<file path="config.mk">
export PLATFORM = sky130hd
export DESIGN_NAME = uart_tx
export DESIGN_NICKNAME = d
export VERILOG_FILES = /design/src/rtl/uart_pkg.sv /design/src/rtl/sync_fifo.sv /design/src/rtl/uart_tx.sv
export SDC_FILE = /design/constraint.sdc
export NUM_CORES = 1
export LEC_CHECK = 0
export ABC_AREA = 1
export CAP_MARGIN = 20
export CORE_MARGIN = 5
export CORE_UTILIZATION = 30
export DETAILED_ROUTE_END_ITERATION = 10
export PLACE_DENSITY = 0.49
export SLEW_MARGIN = 40
export SYNTH_ARGS = -nofsm -noshare
export SYNTH_HDL_FRONTEND = slang
export SYNTH_HIERARCHICAL = 1
export SYNTH_SLANG_ARGS = --single-unit
</file>
<file path="constraint.sdc">
create_clock -name i_clk -period 6.54 [get_ports i_clk]
set_input_delay 0.654 -clock i_clk [delete_from_list [all_inputs] [get_ports i_clk]]
set_output_delay 0.654 -clock i_clk [all_outputs]
set_load 0.02 [all_outputs]
</file>
<file path="src/rtl/uart_pkg.sv">
// rtl/uart_pkg.sv - shared UART frame constants, FSM encoding and baud helper
package uart_pkg;

   typedef enum logic [1:0] {
      UART_IDLE,
      UART_START,
      UART_DATA,
      UART_STOP
   } uart_state_e;

   localparam int UART_DATA_BITS = 8;
   localparam int UART_STOP_BITS = 1;

   // Truncating division: the bit time is at most one clock short of ideal.
   function automatic int clks_per_bit(input int clk_freq, input int baud_rate);
      return clk_freq / baud_rate;
   endfunction

endpackage

</file>
<file path="src/rtl/sync_fifo.sv">
// rtl/sync_fifo.sv - single-clock first-word-fall-through FIFO with occupancy count
module sync_fifo #(
   parameter int WIDTH = 8,
   parameter int DEPTH = 4
) (
   input  logic                       clk,
   input  logic                       rst_n,
   input  logic                       push,
   input  logic                       pop,
   input  logic [WIDTH-1:0]           din,
   output logic [WIDTH-1:0]           dout,
   output logic                       full,
   output logic                       empty,
   output logic [$clog2(DEPTH+1)-1:0] level
);

   localparam int AW = (DEPTH > 1) ? $clog2(DEPTH) : 1;
   localparam int LW = $clog2(DEPTH + 1);

   logic [WIDTH-1:0] mem [DEPTH];
   logic [AW-1:0]    wr_ptr;
   logic [AW-1:0]    rd_ptr;
   logic [LW-1:0]    count;
   logic             do_push;
   logic             do_pop;

   // Guarded here so callers may present push/pop without checking flags.
   assign do_push = push && !full;
   assign do_pop  = pop && !empty;

   assign full  = (count == LW'(DEPTH));
   assign empty = (count == '0);
   assign level = count;
   assign dout  = mem[rd_ptr];

   always_ff @(posedge clk or negedge rst_n) begin
      if (!rst_n) begin
         wr_ptr <= '0;
         rd_ptr <= '0;
         count  <= '0;
      end else begin
         if (do_push) begin
            wr_ptr <= wr_ptr + AW'(1);
         end
         if (do_pop) begin
            rd_ptr <= rd_ptr + AW'(1);
         end
         case ({do_push, do_pop})
            2'b10:   count <= count + LW'(1);
            2'b01:   count <= count - LW'(1);
            default: count <= count;
         endcase
      end
   end

   always_ff @(posedge clk) begin
      if (do_push) begin
         mem[wr_ptr] <= din;
      end
   end

endmodule

</file>
<file path="src/rtl/uart_tx.sv">
// rtl/uart_tx.sv - buffered 8N1 serial transmitter, LSB first, frames back-to-back
module uart_tx
   import uart_pkg::*;
#(
   parameter int ClkFreq   = 10_000_000,
   parameter int BaudRate  = 115200,
   parameter int FifoDepth = 4
) (
   input  logic                           i_clk,
   input  logic                           i_rstn,
   input  logic                           i_tx_valid,
   input  logic [7:0]                     i_tx_byte,
   output logic                           o_tx_ready,
   output logic                           o_tx,
   output logic                           o_tx_busy,
   output logic [$clog2(FifoDepth+1)-1:0] o_fifo_level
);

   localparam int ClksPerBit = clks_per_bit(ClkFreq, BaudRate);
   localparam int CntW       = (ClksPerBit > 1) ? $clog2(ClksPerBit) : 1;

   uart_state_e     state_q, state_d;
   logic [CntW-1:0] cnt_q, cnt_d;
   logic [2:0]      idx_q, idx_d;
   logic [7:0]      shift_q, shift_d;
   logic            tx_q, tx_d;
   logic            bit_done;
   logic            fifo_push;
   logic            fifo_pop;
   logic            fifo_full;
   logic            fifo_empty;
   logic [7:0]      fifo_dout;

   assign fifo_push  = i_tx_valid && !fifo_full;
   assign o_tx_ready = !fifo_full;
   assign o_tx       = tx_q;
   assign o_tx_busy  = (state_q != UART_IDLE);
   assign bit_done   = (cnt_q == CntW'(ClksPerBit - 1));

   sync_fifo #(
      .WIDTH (8),
      .DEPTH (FifoDepth)
   ) u_fifo (
      .clk   (i_clk),
      .rst_n (i_rstn),
      .push  (fifo_push),
      .pop   (fifo_pop),
      .din   (i_tx_byte),
      .dout  (fifo_dout),
      .full  (fifo_full),
      .empty (fifo_empty),
      .level (o_fifo_level)
   );

   always_ff @(posedge i_clk or negedge i_rstn) begin
      if (!i_rstn) begin
         state_q <= UART_IDLE;
         cnt_q   <= '0;
         idx_q   <= '0;
         shift_q <= '0;
         tx_q    <= 1'b1;
      end else begin
         state_q <= state_d;
         cnt_q   <= cnt_d;
         idx_q   <= idx_d;
         shift_q <= shift_d;
         tx_q    <= tx_d;
      end
   end

   always_comb begin
      state_d  = state_q;
      cnt_d    = cnt_q;
      idx_d    = idx_q;
      shift_d  = shift_q;
      tx_d     = tx_q;
      fifo_pop = 1'b0;

      unique case (state_q)
         UART_IDLE: begin
            tx_d = 1'b1;
            if (!fifo_empty) begin
               fifo_pop = 1'b1;
               shift_d  = fifo_dout;
               tx_d     = 1'b0;
               cnt_d    = '0;
               state_d  = UART_START;
            end
         end

         UART_START: begin
            if (bit_done) begin
               cnt_d   = '0;
               idx_d   = '0;
               tx_d    = shift_q[0];
               state_d = UART_DATA;
            end else begin
               cnt_d = cnt_q + CntW'(1);
            end
         end

         UART_DATA: begin
            if (bit_done) begin
               cnt_d = '0;
               if (idx_q == 3'(UART_DATA_BITS - 1)) begin
                  tx_d    = 1'b1;
                  state_d = UART_STOP;
               end else begin
                  shift_d = {1'b0, shift_q[7:1]};
                  tx_d    = shift_q[1];
                  idx_d   = idx_q + 3'd1;
               end
            end else begin
               cnt_d = cnt_q + CntW'(1);
            end
         end

         UART_STOP: begin
            if (bit_done) begin
               cnt_d = '0;
               // Chain straight into the next start bit so queued frames have no idle gap.
               if (!fifo_empty) begin
                  fifo_pop = 1'b1;
                  shift_d  = fifo_dout;
                  tx_d     = 1'b0;
                  state_d  = UART_START;
               end else begin
                  state_d = UART_IDLE;
               end
            end else begin
               cnt_d = cnt_q + CntW'(1);
            end
         end

         default: begin
            state_d = UART_IDLE;
            tx_d    = 1'b1;
         end
      endcase
   end

endmodule

</file>
==> metrics.md <==
| Metric | Value |
|---|---|
| Status | finished clean |
| CTS tree | yes |
| Clock Skew | 0.007001 ns |
| Combinational share of power | a little over two fifths |
| First-pass GRT wire length | 10300 um |
| Worst setup SP type | register |
| Post-Route WL | slightly below 6000 um |
| Final std cells w/o fill | 505 |
| CP arrival | 1.86 ns |
| RSZ-0062 raised after global routing | false |
| GRT Util Overall | around 10% |
| Area Overhead vs Synth | 14.61% |
| Inserted Diodes | 0 |
| P_int | ~0.94 mW |
| Cell Rows | 37 |
| Mapped Cells | 343 |
| Syn Nets | roughly 370 |
| Sw Ratio | 41.56% |
| Shortest period the worst path allows | roughly 2.5 ns |
| R2r worst-path depth | 14 |
| Register area share after synthesis | 52.91% |
| TritonRoute pass-1 iters | 4 |
| Layout Nets | between 300 and 400 |
| RePlAce Congestion | around 0.77 |
| # setup viols final | 0 |
| Met1 wire length | 2897 um |
| Fin Setup TNS | 0 ns |
| Largest net degree at the start of global routing | 35 |
| Worst setup EP type | output pin |
| Peak supply drop | roughly 0.15 mV |
| Synth area leaders | edfxtp_1 (31%), dfrtp_1 (21%), nand2_1 (14%) |
| Num CTS Buffers | 9 |
| Max-Cap Viols | 0 |
| Final instance area | 3602 um^2 |
| Count of input and output buffers | 16 |
| Adder-Cell Fraction of Synth Area | 6.210% |
| Post-synthesis simple-gate area fraction | around 25% |
| Worst slew pin tran | a little over 0.8 ns |
| I/O pin total | 17 |
| Hold_buf cts | 0 |
| Post-synthesis async set-or-reset flop share | ~47% |
| Final period util | 38.51% |
| CTS H-tree lvls | 3 |
| Post-synthesis compound-gate area fraction | around 5.8% |
| WP data required | ~5.9 ns |
| Crit-path max FO | 5 |
| Filler cell count | 1068 |
| Initial core utilization | between 30% and 40% |
| Most common cell on crit path | inv_1 |
| Die Wd | roughly 110 um |
| Top FF cell, synth | edfxtp_1 |
| R2R setup slack | 4.10 ns |
| GR Overflow Total | 0 |
| Final hold violation count | 0 |
| Post-synthesis mux area share | 0% |
| Mean Syn Cell Area | 9.163 um^2 |
| Sw power | between 0.6 and 0.7 mW |
| Critical path's largest stage delay | roughly 0.62 ns |
| CP max-delay cell | clkdlybuf4s50_1 |
| Fmax achieved | just under 400 MHz |
| Critical path class | reg2out |
| DR vias/cell | between 4 and 5 |
| CTS root buf | clkbuf_8 |
| Mapped Area | between 3000 and 4000 um^2 |
| WL met2 | about 2800 um |
| Main combinational cell family by area after synthesis | simple AND/OR/NAND/NOR gates |
| Post CTS Setup Buffer Count | 0 |
| Post-synthesis cell type count | 31 |
| Most common cell after layout, fill and taps aside | nand2_1 |
| Dpl cells | just under 500 |
| WHS Endpoint | o_tx |
| Clock share of power | 20.5% |
| Layout cell share with drive strength beyond 1 | 8.943% |
| Pleak | between 1.5 and 2 nW |
| Worst-Skew Late Latency | 0.34 ns |
| Register area | between 1500 and 2000 um^2 |
| Seq pwr share | a little over a third |
| WL met3 | 172 um |
| Die area | ~13000 um^2 |
| Clk buf depth | 2 |
| Chip Height | between 100 and 150 um |
| Antenna Violating Nets Remaining | 0 |
| Worst hold start | o_tx |
| WL per Instance | between 10 and 15 um |
| Commonest cells after routing, fill and taps aside | nand2_1 (116), inv_1 (52), edfxtp_1 (32) |
| Post-synthesis register bit count | 60 |
| Worst r2r src | cnt_q[0] |
| Slew margin rel. | between 40 and 50% |
| Total clock sinks | 60 |
| Area of the multi-input gates | 1199 um^2 |
| Share of the synthesized area in the top cell type | between 30% and 40% |
| Top Layer Used | met4 |
| Worst hold stages | 2 |
| Number of synthesized flops with an enable pin | 32 |
| Hold Path Class | reg2reg |
| Critical path launch point | state_q[0] |
| Vias | 2187 |
| Post-CTS sizing | 0 |
| Area leader, netlist | edfxtp_1 |
| Synth warn | 6 |
| PD cells | 444.6 nW/um^2 |
| Slew Limit Fails | 0 |
| Xor/xnor share of the synthesized area | 1.115% |
| DR iter-0 viols | 91 |
| Post-DP HPWL | between 4000 and 5000 um |
| Reg2reg end | u_fifo/level[2] |
| DRC | 0 |
| Crit path cell chain | inv_1, ha_1, inv_1, clkdlybuf4s50_1 |
| Vias in the first global route | between 2000 and 2500 |
| Post-DP Area | 3410 um^2 |
| Core region area | 10280 um^2 |
| Clk pin slew, worst setup/hold paths | ~0.070 ns |
| Antenna violations before repair | 0 |
state kept, by name, indices dropped and copies added (netlist names):
name and flops:
cnt_q 7, idx_q 3, u_fifo/wr_ptr 2, u_fifo/level 3, o_tx 1, u_fifo/rd_ptr 2, state_q 2, shift_q 8
u_fifo/mem 32
metal layers:
layer,up-vias,track usage [%]
met3,9,3.396
li1,1137,-
met5,-,0
met2,24,16.53
met1,1017,12.75
met4,0,4.087
worst max-delay path: cells and delay by family, from the launching register on:
kind | cells | cell delay (ns)
fa+ha+maj | 1 | 0.25
buf+inv | 3 | 0.86
flops | 1 | 0.42
cell usage after synthesis, types with 3 or more instances:
master / count
o211ai_1: 16
inv_2: 3
inv_1: 52
nor2_1: 15
nand3_1: 25
edfxtp_1: 32
nand2_2: 5
nand4_1: 3
ha_1: 14
o21ai_0: 7
buf_6: 4
dfrtp_1: 27
nand2_1: 116
logic make-up after synthesis:
kind of cell / Yosys count
AO/OA/AOI/OAI: 28
AND/OR/NAND/NOR: 173
adder cells (fa/ha/maj): 15
flip-flops: 60
buffers and inverters: 63
XOR/XNOR: 4
metrics by stage:
stage | total power [mW] | hold WS (ns) | utilization (%) | setup WS [ns]
2_1_floorplan | 1.142 | 0.3584 | - | 4.314
3_3_place_gp | 1.285 | 0.4547 | 33.18 | 4.070
3_5_place_dp | 1.293 | 0.4557 | 33.18 | 4.037
4_1_cts | 1.630 | 0.4657 | 35.05 | 4.011
5_1_grt | 1.764 | 0.4863 | 35.05 | 3.755
6_report | 1.602 | 0.4619 | 35.05 | 4.021
worst max-delay path by stage:
stage	endpoint	slack [ns]
6_report	o_tx_busy	4.02
5_1_grt	u_fifo/level[2]	3.76
4_1_cts	o_tx_busy	4.01
3_5_place_dp	u_fifo/mem[0][6]	4.04
3_3_place_gp	u_fifo/mem[0][3]	4.07
2_1_floorplan	u_fifo/level[2]	4.31
area by class of cell:
class,count,share of cell area (%)
clock buffers,10,3.543
clock inverters,6,1.806
inverters,56,5.835
multi-input cells,220,33.28
flip-flops and latches,60,46.16
well taps,136,4.724
repair buffers,17,4.654
power by group through the flow:
stage	sequential [mW]	clock (mW)	combinational [mW]
floorplan	0.587	0	0.555
global placement	0.592	0	0.693
detailed placement	0.593	0	0.701
CTS	0.586	0.341	0.703
global route	0.600	0.356	0.808
finish	0.585	0.328	0.688
No activity file was read; power rests on OpenSTA's default activity.
